**config.mk**
```make
export PLATFORM = sky130hd
export DESIGN_NAME = prbs_frame_ctrl
export DESIGN_NICKNAME = d
export VERILOG_FILES = /design/src/rtl/prbs_frame_ctrl.sv
export SDC_FILE = /design/constraint.sdc
export NUM_CORES = 1
export LEC_CHECK = 0
export ABC_AREA = 1
export BUFFER_PORTS_ARGS = -buffer_cell sky130_fd_sc_hd__buf_2
export CAP_MARGIN = 10
export CORE_MARGIN = 5
export CORE_UTILIZATION = 55
export CTS_BUF_LIST = sky130_fd_sc_hd__clkbuf_16
export DETAILED_ROUTE_END_ITERATION = 8
export PLACE_DENSITY = 0.8
export REMOVE_ABC_BUFFERS = 1
export SYNTH_ARGS = -nofsm -noshare
export SYNTH_HDL_FRONTEND = slang
export SYNTH_SLANG_ARGS = --single-unit
```
**constraint.sdc**
```tcl
create_clock -name clk_i -period 3.4 [get_ports clk_i]
set_input_delay 0.17 -clock clk_i [delete_from_list [all_inputs] [get_ports clk_i]]
set_output_delay 0.17 -clock clk_i [all_outputs]
set_load 0.005 [all_outputs]
```
**src/rtl/prbs_frame_ctrl.sv**
```systemverilog
// prbs_frame_ctrl
// Sequences the external 19-bit PRBS LFSR for the FSK transmit path: seeds it,
// presents one bit per programmable bit period to the modulator over a
// valid/ready handshake, advances it on every accepted bit, and counts bits
// per frame (or runs continuously when the frame length is zero).
//
// Ports
//   clk_i          single clock, rising edge
//   rst_i          synchronous active-high reset
//   start_i        begin a frame (sampled only in IDLE)
//   abort_i        terminate the current frame immediately
//   baud_div_i     extra cycles per bit, latched on an accepted start
//   frame_len_i    bits per frame (0 = continuous), latched on an accepted start
//   prbs_data_i    LFSR state, bit 0 is the transmitted bit
//   lfsr_reset_o   reseeds the LFSR
//   lfsr_enable_o  advances the LFSR one step
//   bit_out_o      current bit to the modulator (0 when not valid)
//   bit_valid_o    bit_out_o is valid
//   bit_ready_i    modulator accepts the bit
//   busy_o         high whenever the controller is not idle
//   done_o         one-cycle pulse on normal frame completion
//   bit_count_o    bits accepted in the current or most recent frame
module prbs_frame_ctrl #(
    parameter int DIV_W = 16,
    parameter int LEN_W = 20
) (
    input  logic             clk_i,
    input  logic             rst_i,
    input  logic             start_i,
    input  logic             abort_i,
    input  logic [DIV_W-1:0] baud_div_i,
    input  logic [LEN_W-1:0] frame_len_i,
    input  logic [18:0]      prbs_data_i,
    output logic             lfsr_reset_o,
    output logic             lfsr_enable_o,
    output logic             bit_out_o,
    output logic             bit_valid_o,
    input  logic             bit_ready_i,
    output logic             busy_o,
    output logic             done_o,
    output logic [LEN_W-1:0] bit_count_o
);

    typedef enum logic [2:0] {
        S_IDLE,
        S_SEED,
        S_PRESENT,
        S_WAIT,
        S_FINISH
    } state_t;

    state_t             state_q, state_d;
    logic [LEN_W-1:0]   count_q, count_d;
    logic [DIV_W-1:0]   div_q, div_d;
    logic [DIV_W-1:0]   baud_q, baud_d;
    logic [LEN_W-1:0]   len_q, len_d;
    logic               bit_valid_q;
    logic               busy_q;
    logic               done_q;

    // Only the LSB of the LFSR state is transmitted.
    logic unused_prbs;
    assign unused_prbs = ^prbs_data_i[18:1];

    // Next-state logic. Abort outside IDLE overrides everything, so the bit
    // count never advances on a cycle that also aborts.
    always_comb begin
        state_d = state_q;
        count_d = count_q;
        div_d   = div_q;
        baud_d  = baud_q;
        len_d   = len_q;
        if (abort_i && (state_q != S_IDLE)) begin
            state_d = S_IDLE;
        end else begin
            case (state_q)
                S_IDLE: begin
                    if (start_i) begin
                        baud_d  = baud_div_i;
                        len_d   = frame_len_i;
                        state_d = S_SEED;
                    end
                end
                S_SEED: begin
                    count_d = '0;
                    state_d = S_PRESENT;
                end
                S_PRESENT: begin
                    if (bit_ready_i) begin
                        // Count wraps naturally in continuous mode.
                        count_d = count_q + 1'b1;
                        if ((len_q != '0) && (count_d == len_q)) begin
                            state_d = S_FINISH;
                        end else begin
                            div_d   = baud_q;
                            state_d = S_WAIT;
                        end
                    end
                end
                S_WAIT: begin
                    // Counting down from baud_q to 0 gives baud_q+1 WAIT cycles.
                    if (div_q == '0) begin
                        state_d = S_PRESENT;
                    end else begin
                        div_d = div_q - 1'b1;
                    end
                end
                S_FINISH: begin
                    state_d = S_IDLE;
                end
                default: begin
                    state_d = S_IDLE;
                end
            endcase
        end
    end

    // State and registered status outputs, decoded from the next state so
    // they line up with the state they describe.
    always_ff @(posedge clk_i) begin
        if (rst_i) begin
            state_q     <= S_IDLE;
            count_q     <= '0;
            div_q       <= '0;
            baud_q      <= '0;
            len_q       <= '0;
            bit_valid_q <= 1'b0;
            busy_q      <= 1'b0;
            done_q      <= 1'b0;
        end else begin
            state_q     <= state_d;
            count_q     <= count_d;
            div_q       <= div_d;
            baud_q      <= baud_d;
            len_q       <= len_d;
            bit_valid_q <= (state_d == S_PRESENT);
            busy_q      <= (state_d != S_IDLE);
            done_q      <= (state_d == S_FINISH);
        end
    end

    assign lfsr_reset_o  = rst_i | (state_q == S_SEED);
    assign lfsr_enable_o = (state_q == S_PRESENT) & bit_ready_i & ~abort_i & ~rst_i;
    // The bit follows the LFSR directly; it holds while stalled because the
    // LFSR only advances on a handshake.
    assign bit_out_o     = bit_valid_q & prbs_data_i[0];
    assign bit_valid_o   = bit_valid_q;
    assign busy_o        = busy_q;
    assign done_o        = done_q;
    assign bit_count_o   = count_q;

endmodule

```
Word level (Yosys, flattened, before mapping) --
Cells that the tools add are included. Widths: inputs -> output; s select.
Operators by class: add/subtract/negate cells 2, $mul 0, divide/modulo/power cells 0, order comparisons 0, eq/ne operators 9, shifts and indexed selects 0, mux-type cells 12, bitwise operators 8, reductions and logical operators 12
Operator list (number):
- $mux 16 | 3
- $pmux 20 s2 | 1
- $pmux 16 s2 | 1
- $add 20x1->20 const B | 1
- $eq 20x20->1 | 1
- $mux 20 | 1
- $reduce_bool 20->1 | 1
- $logic_not 16->1 | 1
- $sub 16x1->16 const B | 1
- $mux 3 | 5
- $pmux 3 s4 | 1
- $eq 3x2->1 const B | 3
- $ne 2x2->1 const B | 3
- $reduce_and 3->1 | 2
- $reduce_bool 3->1 | 2
- $reduce_and 5->1 | 1
- $and 1x1->1 | 4
- $reduce_bool 2->1 | 2
- $eq 3x1->1 const B | 1
- $eq 3x3->1 const B | 1
- $logic_not 3->1 | 1
- $not 1->1 | 3
- $logic_and 1x1->1 | 2
- $or 1x1->1 | 1
Storage, ports and cells: register bits 78, bits in latches 0, RAM bits 0, memory bits (read-only) 0, input bits 60, word-level logic and storage cells 51, memories kept 0

Longest topological paths before layout --
Gate-level depths: netlist of the first run.
word-level depth 8, gate-level depth with buffers 18, gate-level depth less buffers 18

Least setup slack after synthesis of the first run --
No wires, ideal clock.
path kind register to register, from reg count_q[1], in the netlist bit_count_o[1], to reg div_q[10], setup time 0.115 ns, arrival time 2.075 ns, slack 1.210 ns, stages on the path, launching flop included 14, path buffers 1, cell sequence dfxtp_1 > ha_1 > nand2_2 > nor2_4 > nand3_2 > o21bai_1 > nand3_1 > nand2_1 > nand3_1 > nor2_2 > nand3_4 > buf_2 > a21oi_1 > nor2_1
Between the ends: cells in the longest elaborated chain, start to end 5
Ends and longest elaborated chain:
- start, declared | RTL line 53 | logic [LEN_W-1:0] count_q, count_d;
- start signal, assigned | RTL line 132 | count_q <= count_d;
- $add 20x1->20 | RTL line 91 | count_d = count_q + 1'b1;
- $eq 20x20->1 | RTL line 92 | if ((len_q != '0) && (count_d == len_q)) begin
- $logic_and 1x1->1 | RTL line 92
- $ne 2x2->1 (no source line)
- $reduce_and 5->1 (no source line)
- end signal, assigned | RTL line 133 | div_q <= div_d;
- end, declared | RTL line 54 | logic [DIV_W-1:0] div_q, div_d;
Every way passes these cells. A chain may end at the register's enable or synchronous reset.

Worst setup path in the final report of the first run --
from reg count_q[1], in the netlist bit_count_o[1], to reg div_q[6]
The elaborated chain is that of the path after synthesis.

==> results of run 1 <==
placed cells by master (no fill, tap or decap), types with 4 or more instances in the layout:
| master | count |
|---|---|
| clkinv_1 | 4 |
| nor2_1 | 73 |
| nand3_1 | 79 |
| nor2_2 | 7 |
| dfxtp_1 | 78 |
| buf_2 | 67 |
| a21oi_1 | 76 |
| o21ai_0 | 58 |
| nand4_1 | 13 |
| nand2_1 | 174 |
| clkbuf_16 | 9 |
| buf_4 | 8 |
| inv_1 | 84 |
| nor3_1 | 5 |
| nand3b_1 | 7 |
synthesized netlist by cell type, types with 6 or more instances:
cell,instances,area share [%]
o21ai_0,58,6.6
nand2_1,174,15
buf_2,6,0.68
nor3_1,6,0.68
nor2_2,7,0.99
nor2_1,73,6.2
inv_1,84,7.1
nand3_1,80,9.1
dfxtp_1,78,35
a21oi_1,76,8.6
nand3b_1,7,1.2
clkbuf_1,19,1.6
nand4_1,13,1.8
registers in the layout, summed over array words and instances, names as in the netlist:
signal	flops
div_q	16
done_o	1
baud_q	16
busy_o	1
len_q	20
state_q	3
bit_valid_o	1
bit_count_o	20
power groups by stage:
stage               Sequential [µW]  Combinational [µW]  Clock, µW
finish                          992                 321        855
global route                    998                 366        900
CTS                             992                 319        863
detailed placement             1010                 315          0
global placement               1010                 306          0
floorplan                      1010                 217          0
area by class of cell:
type | count | area (µm²) | area share [%]
sequential | 78 | 1560 | 30.7
timing repair buffer | 75 | 395 | 7.77
clock buffer | 9 | 225 | 4.42
tap | 102 | 128 | 2.51
multi-input combinational | 519 | 2430 | 47.7
clock inverter | 6 | 30.0 | 0.590
inverter | 86 | 323 | 6.34
tightest hold or removal path: stages:
cell and delay (ns):
buf_2 0.07, o21ai_0 0.07, a21oi_1 0.10
per-layer routing:
layer | vias up | track usage, %
li1 | 2429 | -
met1 | 2130 | 32.3
met2 | 167 | 40.3
met3 | 22 | 4.70
met4 | 0 | 8.61
met5 | - | 0
kinds of logic (layout without fill, tap and decap cells):
group,after synthesis,after routing
DFF,78,78
AOI/OAI and AO/OA,142,142
xor gates and xnor gates,5,5
adders and majority gates,2,2
buffers and inverters,112,176
and+or+nand+nor,370,370
stage by stage:
step / setup slack [ns] / total power (µW) / hold WS [ns] / cells
5_1_grt: 0.296 / 2270 / 0.126 / 875
3_5_place_dp: 0.646 / 1330 / 0.441 / 860
2_1_floorplan: 0.0954 / 1220 / 0.239 / 683
3_3_place_gp: 0.702 / 1320 / 0.434 / 860
4_1_cts: 0.584 / 2170 / 0.108 / 875
6_report: 0.511 / 2170 / 0.106 / 875
path summary, 6_finish.rpt:
path | startpoint | endpoint | slack, ns | depth (start not counted)
max | bit_count_o[1] | div_q[6] | 0.51 | 14
min | frame_len_i[15] | len_q[15] | 0.11 | 3
max reg2reg | bit_count_o[1] | div_q[6] | 0.51 | 14
min reg2reg | baud_q[3] | baud_q[3] | 0.44 | 2
==> results.py, run 1 <==
metrics = {
    "power": {
        "power_switching_share_pct": 28.1,
        "p_clk_share_pct": 39.4,
        "ir_worst_vdd_v": 0.000234,
        "power_leakage_uw": 0.00222,
        "pwr-share-seq_pct": 45.8,
        "p_sw_uw": 609,
        "p_int_uw": 1560,
        "power_density_nw_per_um2": 426,
        "power_frac_comb_pct": 14.8,
    },
    "cts": {
        "clkSlewWorstSetupHoldPaths_ns": 0.06,
        "cts_resized": 0,
        "root_buffer": "clkbuf_16",
        "clk_latency_ns": 0.34,
        "cts_tree": "built",
        "postCtsSetupRepairBufs": 0,
        "h-tree-depth": 3,
        "cts_made_buffers": 9,
        "cts_buffer_depth": 2,
        "cts_hold_buf": 0,
        "cts.sinks": 78,
    },
    "route": {
        "top_layer": "met4",
        "finalWirelength_um": 12000,
        "dr_total_vias": 4748,
        "wl_per_cell_um": 13.7,
        "route.met2.wl_um": 5330,
        "drt_iter0_markers": 293,
        "first_pass_iters": 5,
        "viasPerCell": 5.43,
        "ant_nets": 0,
        "remaining_drc_errors": 0,
        "wirelength_met1_um": 5540,
        "wl_met3_um": 882,
    },
    "timing": {
        "finalCritPeriodShare_pct": 85.0,
        "maxSlewHeadroom_pct": 50.0,
        "max_clock_freq_mhz": 346,
        "tightest_slew_ns": 0.750,
        "fin_skew_ns": 0.00835,
        "rsz0062_at_grt": "no",
        "finalSetupViolCount": 0,
        "hold_viol": 0,
        "totalNegativeSetupSlack_ns": 0,
        "period_minus_slack_ns": 2.89,
        "drv_slew": 0,
    },
    "placed_design": {
        "placed_area_um2": 4840,
        "place_hpwl_um": 8430,
        "port-buffer-count": 67,
        "gp_congestion": 0.938,
    },
    "logic_synthesis": {
        "ys_types": 29,
        "netlist_instances": 709,
        "postSynthAreaPerCell_um2": 6.23,
        "yosys.area_share.adder_pct": 0.567,
        "yosys_most_used_dff": "dfxtp_1",
        "synth-edff-count": 0,
        "yosys.area_share.simple_pct": 36.8,
        "synth_compound_area_share_pct": 16.5,
        "async_reset_ff_share_pct": 0,
        "synth_top_family_by_area": "simple AND/OR/NAND/NOR gates",
        "synthMuxAreaShare_pct": 0,
        "synth_xor_area_share_pct": 0.992,
        "syn_area_um2": 4420,
        "ys_seq_area_share_pct": 35.4,
        "yosysWarnings": 0,
        "synth-seq-cells": 78,
    },
    "global_routing": {
        "track_usage_pct": 24.6,
        "grt-ovfl-total": 0,
        "grt_max_degree": 52,
        "grt_pass1_vias": 4471,
        "antenna_found_initial": 0,
        "grt_pass1_wl_um": 20000,
    },
    "layout": {
        "layout-drive-gt1-share_pct": 14.0,
        "antenna_cells": 0,
        "final_area_um2": 5090,
        "utilization_pct": 65.5,
        "syn2layout_area_growth_pct": 15.3,
        "num-fill-cells": 711,
        "fin_nets": 831,
    },
    "critical_path": {
        "max_stage_delay_ns": 0.44,
        "cpMaxStageDelayCell": "dfxtp_1",
        "worstPathArrival_ns": 3.10,
        "crit_path_cell_trace": "ha_1 > nand3_1 > nor2_1 > nand2_1 > nand3_1 > nand3_1 > nor2_2 > nand3_1 > nor2_2 > nand3_4 > nand2_2 > nand2_1 > nand2_1 > nor2_1",
        "critPathRequiredTime_ns": 3.62,
        "cpMostUsedCell": "nand3_1",
        "cp.buffers_inverters": 0,
        "critPathTopFamily": "simple AND/OR/NAND/NOR gates",
        "end_kind": "flop",
        "crit_type": "flop to flop",
        "start_kind": "flop",
        "critical_path.max_fanout": 24,
    },
    "die": {
        "fp.dieW_um": 99.6,
        "die_h_um": 99.6,
        "initial_core_util_pct": 56.8,
        "dieArea_um2": 9920,
        "boundaryPins": 86,
        "rows": 32,
        "core-area_um2": 7770,
    },
    "run_status": {
        "outcome": "finished clean",
    },
    "worst_hold_path": {
        "hp-class": "primary input to flop",
    },
    "job": {
        "cap_violations": 0,
    },
}
Note: power is estimated with default switching activity, not from simulation.
==> run 2, diff against run 1 <==
--- a/config.mk
+++ b/config.mk
@@ -5,7 +5,7 @@
 export SDC_FILE = /design/constraint.sdc
 export NUM_CORES = 1
 export LEC_CHECK = 0
-export ABC_AREA = 1
+export ABC_AREA = 0
 export BUFFER_PORTS_ARGS = -buffer_cell sky130_fd_sc_hd__buf_2
 export CAP_MARGIN = 10
 export CORE_MARGIN = 5
==> constraint.sdc (replaced) <==
create_clock -name clk_i -period 2.7 [get_ports clk_i]
set_input_delay 0.135 -clock clk_i [delete_from_list [all_inputs] [get_ports clk_i]]
set_output_delay 0.135 -clock clk_i [all_outputs]
set_load 0.005 [all_outputs]
==> run 2 against run 1 <==
Compared with the run above:
- the run now ends with negative setup slack left
- cell count fell by 11%
- power rose by 24%
- die area fell by 1.8%
- hold slack got worse by 0.074 ns
- sequential share of layout area fell by 1.9 points
- clock power rose by 37%
- worst setup slack got worse by 0.59 ns
- sequential power rose by 23%
- first-iteration DRC count rose by 38%
- critical endpoint is now div_q[0]
==> results.py, run 2 <==
metrics = {
    "critical_path": {
        "r2r_end": "div_q[0]",
        "reg2regPathDepth": 11,
        "critPathRequiredTime_ns": 2.96,
        "cp-startpoint": "bit_count_o[7]",
        "end_kind": "flop",
        "critical_path.max_fanout": 18,
        "start_kind": "flop",
        "crit_type": "flop to flop",
        "r2r_slack_ns": -0.08,
        "reg2reg_from": "bit_count_o[7]",
        "worstPathArrival_ns": 3.04,
    },
    "placed_design": {
        "gp_congestion": 0.980,
        "port-buffer-count": 67,
        "pre_cts_slack_ns": -0.111,
        "place_hpwl_um": 8320,
    },
    "route": {
        "viasPerCell": 6.01,
        "dr_total_vias": 4683,
        "ant_nets": 0,
        "remaining_drc_errors": 0,
        "first_pass_iters": 5,
        "finalWirelength_um": 12400,
        "drt_iter0_markers": 405,
        "wl_per_cell_um": 16.0,
    },
    "cts": {
        "cts_made_buffers": 9,
        "clk_latency_ns": 0.34,
        "cts.sinks": 78,
        "cts_hold_buf": 0,
        "cts_tree": "built",
        "h-tree-depth": 3,
        "cts_buffer_depth": 2,
        "root_buffer": "clkbuf_16",
        "clkSlewWorstSetupHoldPaths_ns": 0.06,
    },
    "timing": {
        "fin_skew_ns": 0.00944,
        "drv_slew": 0,
        "maxSlewHeadroom_pct": 45.5,
        "tightest_slew_ns": 0.818,
        "finalSetupViolCount": 18,
        "hold_viol": 0,
        "fin_ws_ns": -0.0804,
        "finalCritPeriodShare_pct": 103,
        "max_clock_freq_mhz": 360,
        "whs_ns": 0.0326,
        "rsz0062_at_grt": "yes",
        "period_minus_slack_ns": 2.78,
        "totalNegativeSetupSlack_ns": -1.03,
    },
    "global_routing": {
        "track_usage_pct": 24.9,
        "grt_pass1_vias": 4326,
        "antenna_found_initial": 0,
        "grt-ovfl-total": 0,
        "grt_pass1_wl_um": 20200,
        "grt_max_degree": 78,
    },
    "layout": {
        "num-fill-cells": 661,
        "mostFrequentLayoutCells": "108 x nand2_1, 73 x a21oi_1, 73 x dfxtp_1",
        "utilization_pct": 71.0,
        "fin_nets": 735,
        "antenna_cells": 0,
        "syn2layout_area_growth_pct": 26.1,
        "layout-drive-gt1-share_pct": 25.7,
        "final_common_cell": "nand2_1",
    },
    "logic_synthesis": {
        "synth.most_common_cell": "nand2_1",
        "synth-edff-count": 0,
        "yosys_most_used_dff": "dfxtp_1",
        "synth_top_area_share_pct": 36.1,
        "ys_seq_area_share_pct": 36.1,
        "ys_types": 58,
        "syn_area_um2": 4330,
        "synth-seq-cells": 78,
        "yosysWarnings": 0,
        "yosys.area.top_type": "dfxtp_1",
        "netlist_instances": 575,
        "synth_area_leaders": "dfxtp_1 36%, nand2_1 9.5%, a21oi_1 8.6%, nor2_1 4.0%, nand3_1 3.5%",
        "async_reset_ff_share_pct": 0,
        "synthTopCellsByCount": "109 x nand2_1, 78 x dfxtp_1, 74 x a21oi_1",
        "postSynthAreaPerCell_um2": 7.53,
    },
    "power": {
        "p_sw_uw": 672,
        "pwr-share-seq_pct": 45.4,
        "p_int_uw": 2010,
        "power_density_nw_per_um2": 492,
        "power_frac_comb_pct": 11.0,
        "power_switching_share_pct": 25.0,
        "power_leakage_uw": 0.00222,
        "p_clk_share_pct": 43.6,
        "ir_worst_vdd_v": 0.000339,
    },
    "worst_hold_path": {
        "hp-start": "frame_len_i[10]",
        "hold_end": "len_q[10]",
        "min_path_cells": 3,
        "hp-class": "primary input to flop",
    },
    "die": {
        "die_h_um": 98.7,
        "core-area_um2": 7690,
        "initial_core_util_pct": 56.3,
        "dieArea_um2": 9740,
        "rows": 32,
        "fp.dieW_um": 98.7,
        "boundaryPins": 86,
    },
    "run_status": {
        "outcome": "complete, but fails checks",
        "violations": "negative setup slack",
    },
    "job": {
        "cap_violations": 0,
    },
}
run 2: final cells by class:
class	count	area, µm²	area share, %
clock inverters	6	55.1	1.01
multi-input cells	448	2640	48.3
inverters	9	33.8	0.619
repair buffers	127	810	14.8
clock buffers	9	225	4.13
well taps	102	128	2.34
flip-flops and latches	78	1570	28.7
run 2: routing by layer:
| layer | part of all wire (%) | global-route usage [%] | up-vias | wire length, µm |
|---|---|---|---|---|
| met5 | 0 | 0 | - | 0 |
| met4 | 2.3 | 8.82 | 0 | 291 |
| met3 | 8.3 | 4.39 | 37 | 1040 |
| met2 | 50 | 43.7 | 231 | 6270 |
| met1 | 39 | 30.5 | 2163 | 4850 |
| li1 | - | - | 2252 | - |
run 2: power by group through the flow:
| stage | Combinational [µW] | Sequential (µW) | Clock (µW) |
|---|---|---|---|
| 6_report | 295 | 1220 | 1170 |
| 3_3_place_gp | 272 | 1240 | 0 |
| 4_1_cts | 285 | 1220 | 1190 |
| 2_1_floorplan | 162 | 1240 | 0 |
| 3_5_place_dp | 278 | 1240 | 0 |
| 5_1_grt | 328 | 1220 | 1230 |
run 2: worst max path at each step:
stage | endpoint | slack (ns)
floorplan | div_q[10] | -0.55
global placement | div_q[11] | -0.04
detailed placement | done_o | -0.11
CTS | div_q[0] | -0.08
global route | div_q[0] | -0.22
finish | div_q[0] | -0.08
run 2: logic make-up (layout without fill, tap and decap cells):
| group | Yosys count | in the layout | share of synthesized area [%] |
|---|---|---|---|
| and+or+nand+nor | 275 | 276 | 32.0 |
| muxes | 1 | 1 | 0.231 |
| DFF | 78 | 78 | 36.1 |
| adders and majority gates | 2 | 2 | 0.578 |
| AOI/OAI and AO/OA | 142 | 142 | 20.5 |
| xor gates and xnor gates | 27 | 27 | 5.46 |
| buffers and inverters | 50 | 151 | 5.20 |
run 2: worst max-delay path: stages, from the launching register on:
cell and delay (ns):
dfxtp_2 0.32, nand4_1 0.21, buf_6 0.23, nor4_2 0.31, buf_4 0.17, xnor2_1 0.14, or4bb_1 0.47, nor4_4 0.21
nand4_4 0.16, buf_12 0.19, a21o_1 0.15, a31oi_1 0.12
run 2: per-stage QoR:
stage	cell area, µm²	instances	power (µW)
2_1_floorplan	4140	534	1400
3_3_place_gp	5040	760	1510
3_5_place_dp	5040	760	1520
4_1_cts	5380	776	2690
5_1_grt	5460	779	2780
6_report	5460	779	2680
run 2: repair_timing:
item | 4_1_cts | 5_1_grt
gates resized for setup | 14 | 11
endpoints found under the setup margin | 21 | 21
pin swaps | 8 | 5
cloned | 1 | 0
buffers inserted | 0 | 3
==> run 3, diff against run 2 <==
--- a/config.mk
+++ b/config.mk
@@ -9,11 +9,13 @@
 export BUFFER_PORTS_ARGS = -buffer_cell sky130_fd_sc_hd__buf_2
 export CAP_MARGIN = 10
 export CORE_MARGIN = 5
-export CORE_UTILIZATION = 55
+export CORE_UTILIZATION = 50
 export CTS_BUF_LIST = sky130_fd_sc_hd__clkbuf_16
 export DETAILED_ROUTE_END_ITERATION = 8
-export PLACE_DENSITY = 0.8
+export MAX_ROUTING_LAYER = met4
+export PLACE_DENSITY = 0.76
 export REMOVE_ABC_BUFFERS = 1
 export SYNTH_ARGS = -nofsm -noshare
 export SYNTH_HDL_FRONTEND = slang
 export SYNTH_SLANG_ARGS = --single-unit
+export TNS_END_PERCENT = 10
==> constraint.sdc (replaced) <==
create_clock -name clk_i -period 2.33 [get_ports clk_i]
set_input_delay 0.1165 -clock clk_i [delete_from_list [all_inputs] [get_ports clk_i]]
set_output_delay 0.1165 -clock clk_i [all_outputs]
set_load 0.005 [all_outputs]
==> run 3 against run 2 <==
Compared with the run above:
- the run still ends with negative setup slack left
- count of clock-buffer cells in the layout is the same
- cell count grew 6.3%
- first-iteration DRC count decreased by 19%
- hold slack lost 0.023 ns
- sequential cell count unchanged
- register-to-register slack lost 0.46 ns
- routed wire length up 8.3%
- sequential share of layout area is 1.8 points lower
- die area rose by 9.0%
- largest power group is now clock
==> results.py, run 3 (same netlist as run 2, synthesis figures left out) <==
metrics = {
    "run_status": {
        "outcome": "complete, but fails checks",
        "violations": "negative setup slack",
    },
    "global_routing": {
        "grt-ovfl-total": 0,
        "grt_pass1_wl_um": 22100,
        "grt_max_degree": 55,
        "grt_pass1_vias": 4770,
        "antenna_found_initial": 0,
        "track_usage_pct": 27.2,
    },
    "timing": {
        "period_minus_slack_ns": 2.87,
        "tightest_slew_ns": 0.610,
        "hold_viol": 0,
        "finalCritPeriodShare_pct": 123,
        "finalSetupViolCount": 21,
        "drv_slew": 0,
        "fin_skew_ns": 0.00726,
        "whs_ns": 0.00959,
        "maxSlewHeadroom_pct": 59.3,
        "fin_ws_ns": -0.545,
        "rsz0062_at_grt": "yes",
        "max_clock_freq_mhz": 348,
    },
    "placed_design": {
        "place_hpwl_um": 9280,
        "gp_congestion": 0.965,
        "port-buffer-count": 67,
    },
    "critical_path": {
        "crit_path_cell_trace": "nand4_1 > or4_4 > xnor2_4 > or4bb_4 > nor4_4 > nand4_4 > and2_4 > a32o_2",
        "start_kind": "flop",
        "end_kind": "flop",
        "crit_type": "flop to flop",
        "cpMaxStageDelayCell": "or4_4",
        "critPathRequiredTime_ns": 2.56,
        "critical_path.max_fanout": 7,
        "worstPathArrival_ns": 3.10,
        "max_stage_delay_ns": 0.64,
    },
    "route": {
        "viasPerCell": 5.91,
        "finalWirelength_um": 13500,
        "ant_nets": 0,
        "dr_total_vias": 4894,
        "wl_per_cell_um": 16.3,
        "remaining_drc_errors": 0,
        "drt_iter0_markers": 330,
        "first_pass_iters": 7,
    },
    "power": {
        "p_sw_uw": 795,
        "power_leakage_uw": 0.00248,
        "p_int_uw": 2570,
        "p_clk_share_pct": 47.1,
        "power_density_nw_per_um2": 577,
        "ir_worst_vdd_v": 0.000345,
        "power_switching_share_pct": 23.6,
        "power_frac_comb_pct": 11.2,
        "fin_total_pwr_uw": 3370,
        "pwr-share-seq_pct": 41.7,
    },
    "cts": {
        "cts_hold_buf": 0,
        "root_buffer": "clkbuf_16",
        "cts.sinks": 78,
        "clk_latency_ns": 0.34,
        "cts_buffer_depth": 2,
        "cts_made_buffers": 9,
        "cts_tree": "built",
        "clkSlewWorstSetupHoldPaths_ns": 0.06,
        "h-tree-depth": 3,
    },
    "layout": {
        "num-fill-cells": 716,
        "fin_nets": 778,
        "mostFrequentLayoutCells": "109 x nand2_1, 101 x buf_4, 73 x a21oi_1",
        "syn2layout_area_growth_pct": 34.9,
        "antenna_cells": 0,
        "layout-drive-gt1-share_pct": 30.7,
        "final_common_cell": "nand2_1",
    },
    "die": {
        "boundaryPins": 86,
        "rows": 34,
        "fp.dieW_um": 103,
        "dieArea_um2": 10600,
        "die_h_um": 103,
        "core-area_um2": 8590,
        "initial_core_util_pct": 50.4,
    },
    "worst_hold_path": {
        "hp-class": "primary input to flop",
    },
    "job": {
        "cap_violations": 0,
    },
}
## run 3: path summary, 6_finish.rpt
kind | cells after the start | endpoint | slack, ns | from
setup / recovery | 8 | div_q[15] | -0.54 | bit_count_o[4]
hold / removal | 3 | len_q[3] | 0.01 | frame_len_i[3]
setup reg to reg | 8 | div_q[15] | -0.54 | bit_count_o[4]
hold reg to reg | 2 | baud_q[5] | 0.45 | baud_q[5]
## run 3: repair_timing
item | 4_1_cts | 5_1_grt
cloned | 1 | 0
buffers inserted | 5 | 0
pin swaps | 7 | 5
hold endpoints to repair | 0 | 0
gates resized for setup | 21 | 6
endpoints found under the setup margin | 21 | 21
## run 3: power groups by stage
| stage | registers [µW] | logic (µW) | clock network (µW) |
|---|---|---|---|
| after floorplan | 1430 | 188 | 0 |
| after global placement | 1430 | 351 | 0 |
| after detailed placement | 1430 | 360 | 0 |
| after CTS | 1410 | 370 | 1600 |
| after global routing | 1410 | 417 | 1660 |
| final | 1410 | 377 | 1580 |
## run 3: critical path: cells and delay by family (launching register included)
family          cells  cell delay [ns]
compound gates      1             0.25
simple gates        6             2.02
xor+xnor            1             0.17
flops               1             0.33
## run 3: area by class of cell
type / count / area [µm²] / share of cell area (%)
Tap cell: 108 / 135 / 2.32
Inverter: 9 / 33.8 / 0.579
Clock buffer: 9 / 225 / 3.86
Clock inverter: 6 / 103 / 1.76
Timing Repair Buffer: 170 / 1120 / 19.3
Multi-Input combinational cell: 448 / 2650 / 45.3
Sequential cell: 78 / 1570 / 26.9
## run 3: per-layer routing
layer,vias up,share of wire [%],global-route usage (%)
li1,2347,-,-
met1,2274,39,31.1
met2,213,50,45.6
met3,60,6.9,5.01
met4,0,4.2,13.6
met5,-,0,-
## run 3: per-stage QoR
| step | worst slack (ns) | utilization, % | std cells | cell area [µm²] | setup TNS [ns] |
|---|---|---|---|---|---|
| 3_3_place_gp | -0.403 | 62.3 | 807 | 5360 | -7.89 |
| 4_1_cts | -0.455 | 67.5 | 828 | 5800 | -8.40 |
| 6_report | -0.545 | 67.9 | 828 | 5840 | -9.97 |
| 3_5_place_dp | -0.544 | 62.3 | 807 | 5360 | -10.34 |
| 5_1_grt | -0.628 | 67.9 | 828 | 5840 | -12.07 |
| 2_1_floorplan | -0.920 | - | 534 | 4140 | -17.01 |
